===== src/rtl/uart_rx_pacote_if.sv =====
// ---------------------------------------------------------------------------
// uart_rx_pacote_if
// Serial line plus decoded status packet of the game UART receiver.
//   rx              serial input, idle high
//   data            last complete packet {byte0, byte1}
//   valid           one-cycle pulse when data/fields update
//   estado          data[15:12]
//   macro           data[11:8]
//   micro           data[7:4]
//   resultado_macro data[3:2]
//   resultado_jogo  data[1:0]
//   frame_error     one-cycle pulse on bad stop bit or inter-byte timeout
// master: the receiver (consumes rx, produces the packet)
// slave : the line driver / packet consumer
// ---------------------------------------------------------------------------
interface uart_rx_pacote_if;
    logic        rx;
    logic [15:0] data;
    logic        valid;
    logic [3:0]  estado;
    logic [3:0]  macro;
    logic [3:0]  micro;
    logic [1:0]  resultado_macro;
    logic [1:0]  resultado_jogo;
    logic        frame_error;

    modport master (
        input  rx,
        output data, valid, estado, macro, micro,
               resultado_macro, resultado_jogo, frame_error
    );

    modport slave (
        output rx,
        input  data, valid, estado, macro, micro,
               resultado_macro, resultado_jogo, frame_error
    );
endinterface


===== src/rtl/uart_rx_pacote.sv =====
// ---------------------------------------------------------------------------
// uart_rx_pacote
// Receives the game's 16-bit status packet as two 8N1 bytes (high byte
// first) and splits it into its status fields.
//   clock  system clock, rising edge
//   reset  asynchronous, active-low
//   bus    uart_rx_pacote_if.master: rx in; data, fields, valid,
//          frame_error out
// ---------------------------------------------------------------------------
module uart_rx_pacote #(
    parameter int CLKS_PER_BIT = 434,
    parameter int TIMEOUT_BITS = 20
) (
    input  logic             clock,
    input  logic             reset,
    uart_rx_pacote_if.master bus
);
    localparam int CNT_W     = (CLKS_PER_BIT > 1) ? $clog2(CLKS_PER_BIT) : 1;
    localparam int GAP_LIMIT = TIMEOUT_BITS * CLKS_PER_BIT;
    localparam int GAP_W     = $clog2(GAP_LIMIT + 1);

    localparam logic [CNT_W-1:0] HALF_M1 = CNT_W'(CLKS_PER_BIT / 2 - 1);
    localparam logic [CNT_W-1:0] FULL_M1 = CNT_W'(CLKS_PER_BIT - 1);
    localparam logic [GAP_W-1:0] GAP_M1  = GAP_W'(GAP_LIMIT - 1);

    typedef enum logic [2:0] {IDLE, START, DATA, STOP, GAP} state_t;

    state_t            state;
    logic              rx_meta;
    logic              rx_s;
    logic [CNT_W-1:0]  cnt;
    logic [2:0]        bit_idx;
    logic [7:0]        shift;
    logic              byte_idx;
    logic [7:0]        high_byte;
    logic [GAP_W-1:0]  gap_cnt;
    logic [15:0]       data_r;
    logic              valid_r;
    logic              frame_error_r;

    // rx is asynchronous to clock; idle level is high so reset to 1
    always_ff @(posedge clock or negedge reset) begin
        if (!reset) begin
            rx_meta <= 1'b1;
            rx_s    <= 1'b1;
        end else begin
            rx_meta <= bus.rx;
            rx_s    <= rx_meta;
        end
    end

    always_ff @(posedge clock or negedge reset) begin
        if (!reset) begin
            state         <= IDLE;
            cnt           <= '0;
            bit_idx       <= '0;
            shift         <= '0;
            byte_idx      <= 1'b0;
            high_byte     <= '0;
            gap_cnt       <= '0;
            data_r        <= '0;
            valid_r       <= 1'b0;
            frame_error_r <= 1'b0;
        end else begin
            valid_r       <= 1'b0;
            frame_error_r <= 1'b0;
            case (state)
                IDLE: begin
                    if (!rx_s) begin
                        state <= START;
                        cnt   <= '0;
                    end
                end
                START: begin
                    if (cnt == HALF_M1) begin
                        cnt <= '0;
                        if (rx_s) begin
                            // Glitch: silently resume waiting; a pending high
                            // byte keeps its timeout window alive via GAP.
                            state   <= byte_idx ? GAP : IDLE;
                            gap_cnt <= '0;
                        end else begin
                            state   <= DATA;
                            bit_idx <= '0;
                        end
                    end else begin
                        cnt <= cnt + 1'b1;
                    end
                end
                DATA: begin
                    // Sampling one full bit after mid-start lands mid-bit
                    if (cnt == FULL_M1) begin
                        cnt   <= '0;
                        shift <= {rx_s, shift[7:1]};
                        if (bit_idx == 3'd7) begin
                            state <= STOP;
                        end else begin
                            bit_idx <= bit_idx + 1'b1;
                        end
                    end else begin
                        cnt <= cnt + 1'b1;
                    end
                end
                STOP: begin
                    if (cnt == FULL_M1) begin
                        cnt <= '0;
                        if (!rx_s) begin
                            frame_error_r <= 1'b1;
                            byte_idx      <= 1'b0;
                            state         <= IDLE;
                        end else if (!byte_idx) begin
                            high_byte <= shift;
                            byte_idx  <= 1'b1;
                            gap_cnt   <= '0;
                            state     <= GAP;
                        end else begin
                            data_r   <= {high_byte, shift};
                            valid_r  <= 1'b1;
                            byte_idx <= 1'b0;
                            state    <= IDLE;
                        end
                    end else begin
                        cnt <= cnt + 1'b1;
                    end
                end
                GAP: begin
                    if (!rx_s) begin
                        state <= START;
                        cnt   <= '0;
                    end else if (gap_cnt == GAP_M1) begin
                        frame_error_r <= 1'b1;
                        byte_idx      <= 1'b0;
                        state         <= IDLE;
                    end else begin
                        gap_cnt <= gap_cnt + 1'b1;
                    end
                end
                default: state <= IDLE;
            endcase
        end
    end

    assign bus.data            = data_r;
    assign bus.valid           = valid_r;
    assign bus.frame_error     = frame_error_r;
    assign bus.estado          = data_r[15:12];
    assign bus.macro           = data_r[11:8];
    assign bus.micro           = data_r[7:4];
    assign bus.resultado_macro = data_r[3:2];
    assign bus.resultado_jogo  = data_r[1:0];
endmodule


===== src/flat_wrapper.sv =====
// flat-port wrapper written by rule: the top's interface ports become plain ports
module uart_rx_pacote_flat 
#(
    parameter int CLKS_PER_BIT = 434,
    parameter int TIMEOUT_BITS = 20
)
  (clock, reset, bus_rx, bus_data, bus_valid, bus_estado, bus_macro, bus_micro, bus_resultado_macro, bus_resultado_jogo, bus_frame_error);
  uart_rx_pacote_if bus_i ();
  input  logic clock;
  input  logic reset;
  input wire logic [$bits(bus_i.rx)-1:0] bus_rx;
  output wire logic [$bits(bus_i.data)-1:0] bus_data;
  output wire logic [$bits(bus_i.valid)-1:0] bus_valid;
  output wire logic [$bits(bus_i.estado)-1:0] bus_estado;
  output wire logic [$bits(bus_i.macro)-1:0] bus_macro;
  output wire logic [$bits(bus_i.micro)-1:0] bus_micro;
  output wire logic [$bits(bus_i.resultado_macro)-1:0] bus_resultado_macro;
  output wire logic [$bits(bus_i.resultado_jogo)-1:0] bus_resultado_jogo;
  output wire logic [$bits(bus_i.frame_error)-1:0] bus_frame_error;
  assign bus_i.rx = bus_rx;
  assign bus_data = bus_i.data;
  assign bus_valid = bus_i.valid;
  assign bus_estado = bus_i.estado;
  assign bus_macro = bus_i.macro;
  assign bus_micro = bus_i.micro;
  assign bus_resultado_macro = bus_i.resultado_macro;
  assign bus_resultado_jogo = bus_i.resultado_jogo;
  assign bus_frame_error = bus_i.frame_error;
  uart_rx_pacote #(.CLKS_PER_BIT(CLKS_PER_BIT), .TIMEOUT_BITS(TIMEOUT_BITS)) u_core (.clock(clock), .reset(reset), .bus(bus_i));
endmodule

===== config.mk =====
export PLATFORM = sky130hd
export DESIGN_NAME = uart_rx_pacote_flat
export DESIGN_NICKNAME = d
export VERILOG_FILES = /design/src/rtl/uart_rx_pacote_if.sv /design/src/rtl/uart_rx_pacote.sv /design/src/flat_wrapper.sv
export SDC_FILE = /design/constraint.sdc
export NUM_CORES = 1
export LEC_CHECK = 0
export CORE_MARGIN = 10
export CORE_UTILIZATION = 40
export DETAILED_ROUTE_END_ITERATION = 16
export GPL_TIMING_DRIVEN = 0
export PLACE_DENSITY = 0.57
export SLEW_MARGIN = 20
export SYNTH_ARGS = -nofsm -noshare
export SYNTH_HDL_FRONTEND = slang
export SYNTH_SLANG_ARGS = --single-unit

===== constraint.sdc =====
create_clock -name clock -period 4.5 [get_ports clock]
set_input_delay 1.125 -clock clock [delete_from_list [all_inputs] [get_ports clock]]
set_output_delay 1.125 -clock clock [all_outputs]
set_load 0.02 [all_outputs]

==> results.toml, run 1 <==
[routing]
via_per_inst = 5.19
vias = 2348
avgRoutedWirePerCell_um = 14.5
totalWireLength_um = 6580
drcViolationCount = 0
dr.pass1.iters = 4
ant_nets = 0
drt_first_iter_violations = 145

[placed_design]
gp_congestion = 0.827
post-place-cells = 436
portBuffers = 36
dp_hpwl_um = 4740
post-place-ws_ns = 2.06

[cells_and_area]
fillCellCount = 727
final_nets = 354
stdcell_count = 452
final_cell_mix = "dfrtp_1 (64), clkdlybuf4s50_1 (35), nand2_1 (24)"
area_delta_synth_final_pct = 22.2
diodes = 0
layout_commonest_cell = "dfrtp_1"
drive_above_1_share_pct = 18.9

[worst_setup_path]
critPathCaptureType = "output port"
critPathTopFamily = "buffers and inverters"
crit_buf_inv = 2
reg2regPathDepth = 8
critPathLaunch = "u_core.bus.data[15]"
cp-start-kind = "register"
reg2reg_from = "u_core.cnt[1]"
crit_slowest_cell = "clkdlybuf4s50_1"
worst-setup-path-type = "register to output port"
cp.required_ns = 3.38
crit_path_max_incr_delay_ns = 0.59
path_cells = "buf_4, clkdlybuf4s50_1"
cp.depth = 2
cp_max_fo = 3
arrival_ns = 1.45

[synth]
ys.flop_type = "dfrtp_1"
syn_inst = 297
syn_area_um2 = 3260
yosysUniqueCellTypes = 57
ys_seq_elements = 66
synthesis.yosys.warnings = 0
synth-seq-area-share_pct = 50.7
synth_edf_count = 0
syn_avg_cell_area_um2 = 11.0
async_reset_ff_share_pct = 100
synthesis.nets = 306

[clock_network]
insertion_delay_ns = 0.34
cts_buffers = 9
clock_sinks = 66
cts_resized = 0
path_clk_slew_ns = 0.07
cts_tree = "built"
ctsHoldBuffers = 0
clk_path_buf_depth = 2
htreeDepth = 3
cts_setup_buffers = 0
root_buffer = "clkbuf_8"

[timing]
tightest_slew_ns = 0.812
drv_slew = 0
finalCriticalPeriod_ns = 2.57
finClkSkew_ns = 0.00832
max_freq_ghz = 0.389
tns_ns = 0
finalWorstSetupSlack_ns = 1.93
maxSlewHeadroom_pct = 45.5
finalSetupViolCount = 0
rsz0062_at_grt = "false"
hold_viol = 0
period_share_pct = 57.1

[grt]
grt_pass1_vias = 2386
grtUsageTotal_pct = 11.8
grt_start_max_net_pins = 37
grt.overflow.total = 0
grt_pass1_wl_um = 11500
antenna_found_initial = 0

[floorplanning]
core_area_um2 = 7850
die_width_um = 110
start_util_pct = 41.5
design.die.area_um2 = 12200
io_pins = 37
die_h_um = 110
fp-row-count = 32

[power]
switching_share_pct = 20.9
ir_drop_mv = 0.141
clock_power_share_pct = 47.6
combPwrFrac_pct = 1.5
power_switching_mw = 0.244
power.leakage_nw = 1.84
intPower_mw = 0.924
powerDensity_nw_per_um2 = 293
p_seq_share_pct = 50.9

[run]
drv_cap = 0

[run_status]
status = "completed"

[worst_hold_path]
hold_class = "register to register"
hold_depth = 0
hold_start = "u_core.rx_meta"
[kinds of logic after synthesis]
| group | after synthesis | synth area share, % |
|---|---|---|
| AND/OR/NAND/NOR | 92 | 15.9 |
| AO/OA/AOI/OAI | 56 | 11.1 |
| XOR/XNOR | 7 | 1.88 |
| flip-flops | 66 | 50.7 |
| adder cells (fa/ha/maj) | 6 | 2.30 |
| multiplexers | 35 | 12.0 |
| buffers and inverters | 35 | 6.02 |
[routing by layer]
layer | GRT usage [%] | part of all wire (%) | routed length, µm | vias up
li1 | - | - | - | 1161
met1 | 15.0 | 47 | 3090 | 1129
met3 | 2.79 | 6.2 | 405 | 10
met4 | 4.77 | 1.4 | 95 | 0
met2 | 18.9 | 45 | 2980 | 48
met5 | 0 | 0 | 0 | -
[synth_stat cells (all sizes together), types with 4 or more instances]
cell / count / area share (%)
dfrtp: 64 / 49
mux2: 34 / 12
nand2: 24 / 2.8
o21ai: 21 / 3.2
buf: 20 / 4.3
nor2: 20 / 2.4
a21oi: 10 / 1.5
inv: 10 / 1.2
nand3: 10 / 1.7
nand4: 7 / 1.3
xor2: 7 / 1.9
ha: 6 / 2.3
a31oi: 5 / 0.96
clkbuf: 5 / 0.58
and3: 4 / 0.77
nor3: 4 / 0.77
[final cells by class]
cell class | instances | area [µm²] | share of cell area (%)
clock inverter | 5 | 77.6 | 1.95
multi-input combinational | 196 | 1410 | 35.4
tap | 102 | 128 | 3.20
timing repair buffer | 37 | 378 | 9.48
clock buffer | 11 | 141 | 3.55
sequential | 66 | 1650 | 41.5
buffer | 25 | 159 | 3.99
inverter | 10 | 37.5 | 0.942
[state kept, by name, summed over array words and instances, names as in the netlist]
| signal | cells |
|---|---|
| u_core.cnt | 9 |
| u_core.bit_idx | 3 |
| u_core.rx_s | 1 |
| u_core.byte_idx | 1 |
| u_core.high_byte | 8 |
| u_core.bus.frame_error | 1 |
| u_core.state | 3 |
| u_core.shift | 8 |
| u_core.bus.valid | 1 |
| u_core.rx_meta | 1 |
| u_core.gap_cnt | 14 |
| u_core.bus.data | 16 |
[per-stage QoR]
step	instance area, µm²	power [mW]	utilization [%]	hold slack, ns
finish	3990	1.17	50.8	0.360
global route	3990	1.22	50.8	0.366
CTS	3990	1.18	50.8	0.361
detailed placement	3770	0.625	48.0	0.351
global placement	3750	0.623	47.8	0.345
floorplan	3260	0.608	-	0.345
[worst reg2reg max path: stages, from the launching register on]
cell and delay (ns):
dfrtp_1 0.41, inv_1 0.09, ha_1 0.14, nand4bb_1 0.20, nor2_1 0.48, o221ai_1 0.23, buf_2 0.24, a21oi_1 0.37
mux2i_1 0.24
[power groups by stage]
stage	Clock [mW]	Combinational (mW)	Sequential [mW]
floorplan	0	0.00202	0.606
global placement	0	0.0166	0.606
detailed placement	0	0.0185	0.606
CTS	0.568	0.0185	0.595
global route	0.600	0.0206	0.594
finish	0.556	0.0173	0.595
[worst paths after layout]
check | to | slack [ns]
max in group asynchronous | u_core.rx_meta | 3.17
min reg2reg | u_core.rx_s | 0.36
max | bus_estado[3] | 1.93
min | u_core.rx_s | 0.36
min in group asynchronous | u_core.bus.data[8] | 0.72
max reg2reg | u_core.gap_cnt[1] | 2.04
Note: power is estimated with default switching activity, not from simulation.
==> run 2, diff against run 1 <==
--- a/config.mk
+++ b/config.mk
@@ -9,7 +9,7 @@
 export CORE_UTILIZATION = 40
 export DETAILED_ROUTE_END_ITERATION = 16
 export GPL_TIMING_DRIVEN = 0
-export PLACE_DENSITY = 0.57
+export PLACE_DENSITY = 0.59
 export SLEW_MARGIN = 20
 export SYNTH_ARGS = -nofsm -noshare
 export SYNTH_HDL_FRONTEND = slang
==> constraint.sdc (replaced) <==
create_clock -name clock -period 2.32 [get_ports clock]
set_input_delay 0.58 -clock clock [delete_from_list [all_inputs] [get_ports clock]]
set_output_delay 0.58 -clock clock [all_outputs]
set_load 0.02 [all_outputs]
==> results.toml, run 2 (synthesis results as in run 1) <==
[clock_network]
htreeDepth = 3
path_clk_slew_ns = 0.08
ctsHoldBuffers = 0
insertion_delay_ns = 0.34
cts_buffers = 9
clk_path_buf_depth = 2
cts_tree = "built"
clock_sinks = 66
root_buffer = "clkbuf_8"

[timing]
drv_slew = 0
rsz0062_at_grt = "true"
maxSlewHeadroom_pct = 51.0
finalCriticalPeriod_ns = 2.18
tightest_slew_ns = 0.728
finClkSkew_ns = 0.0116
tns_ns = 0
period_share_pct = 94.0
hold_viol = 0
max_freq_ghz = 0.458
finalSetupViolCount = 0
finalWorstSetupSlack_ns = 0.139

[floorplanning]
fp-row-count = 32
start_util_pct = 41.5
core_area_um2 = 7850
design.die.area_um2 = 12200
die_h_um = 110
io_pins = 37
die_width_um = 110

[cells_and_area]
stdcell_count = 451
multi_input_area_um2 = 1440
fillCellCount = 726
stdcell_area_um2 = 4030
layout_commonest_cell = "dfrtp_1"
drive_above_1_share_pct = 20.1
largest_reg_flops = 16
area_delta_synth_final_pct = 23.7
diodes = 0
final_nets = 354
final_cell_mix = "dfrtp_1 (64), clkdlybuf4s50_1 (35), nand2_1 (24)"
regArea_um2 = 1650

[routing]
dr.pass1.iters = 4
drt_first_iter_violations = 128
ant_nets = 0
drcViolationCount = 0
vias = 2392
via_per_inst = 5.30
avgRoutedWirePerCell_um = 14.3
totalWireLength_um = 6460

[placed_design]
post-place-ws_ns = -0.0830
post-place-cells = 436
placed_cell_area_um2 = 3770
gp_congestion = 0.815
dp_hpwl_um = 4740
portBuffers = 36

[grt]
antenna_found_initial = 0
grtUsageTotal_pct = 11.1
grt.overflow.total = 0
grt_pass1_wl_um = 10900
grt_pass1_vias = 2290
grt_start_max_net_pins = 37

[power]
ir_drop_mv = 0.317
power.leakage_nw = 1.86
powerDensity_nw_per_um2 = 585

[worst_setup_path]
cp.required_ns = 2.55
rr_endpoint = "u_core.bus.data[7]"
reg2reg_from = "u_core.cnt[1]"
arrival_ns = 2.41
critPathCaptureType = "register"
reg2regPathDepth = 7
cp-start-kind = "register"
cp_max_fo = 10
rrSetupSlack_ns = 0.14
worst-setup-path-type = "register to register"

[run_status]
status = "completed"

[run]
drv_cap = 0

[worst_hold_path]
hold_class = "primary input to async pin"
## run 2: report_power, final
part           total (mW)  switching (mW)  internal [mW]
logic              0.0337          0.0261        0.00761
registers            1.15        0.000698           1.15
clock network        1.17           0.458          0.713
total                2.36           0.485           1.87
## run 2: metrics by stage
step                      utilization (%)  power (mW)  hold WS, ns
final                                51.4        2.36        0.165
after detailed placement             48.0        1.21        0.350
after global routing                 51.4        2.45        0.175
after floorplan                         -        1.18        0.284
after global placement               47.8        1.21        0.346
after CTS                            51.1        2.39        0.174
## run 2: worst max path at each step
stage | startpoint | endpoint | slack, ns | depth (start not counted)
2_1_floorplan | u_core.cnt[1] | u_core.gap_cnt[1] | 0.39 | 8
3_3_place_gp | reset | u_core.gap_cnt[12] | -1.59 | 1
3_5_place_dp | u_core.cnt[1] | u_core.gap_cnt[1] | -0.08 | 8
4_1_cts | u_core.cnt[1] | u_core.gap_cnt[1] | 0.02 | 8
5_1_grt | u_core.cnt[1] | u_core.bus.data[7] | -0.03 | 7
6_report | u_core.cnt[1] | u_core.bus.data[7] | 0.14 | 7
## run 2: cell type report
cell class / instances / share of cell area, %
repair buffers: 37 / 9.37
plain buffers: 25 / 3.94
multi-input cells: 196 / 35.7
clock buffers: 9 / 3.07
clock inverters: 6 / 2.85
flip-flops and latches: 66 / 41.0
inverters: 10 / 0.931
well taps: 102 / 3.16
## run 2: worst max-delay path: stages (launching register included)
cell,delay (ns)
dfrtp_1,0.41
inv_1,0.09
ha_1,0.17
nand4bb_2,0.23
nor3_4,0.30
nand3_2,0.24
buf_2,0.29
mux2_1,0.33
## run 2: layer usage
| metal | track usage [%] | share of wire (%) | vias to the layer above |
|---|---|---|---|
| met5 | 0 | 0 | - |
| met4 | 3.58 | 1.0 | 0 |
| met3 | 3.37 | 7.4 | 8 |
| met2 | 17.2 | 44 | 54 |
| met1 | 14.4 | 48 | 1171 |
| li1 | - | - | 1159 |
## run 2: repair_timing
action	4_1_cts	5_1_grt
setup buffers	0	0
endpoints found under the setup margin	4	23
pin swaps	0	1
resized for setup	1	5
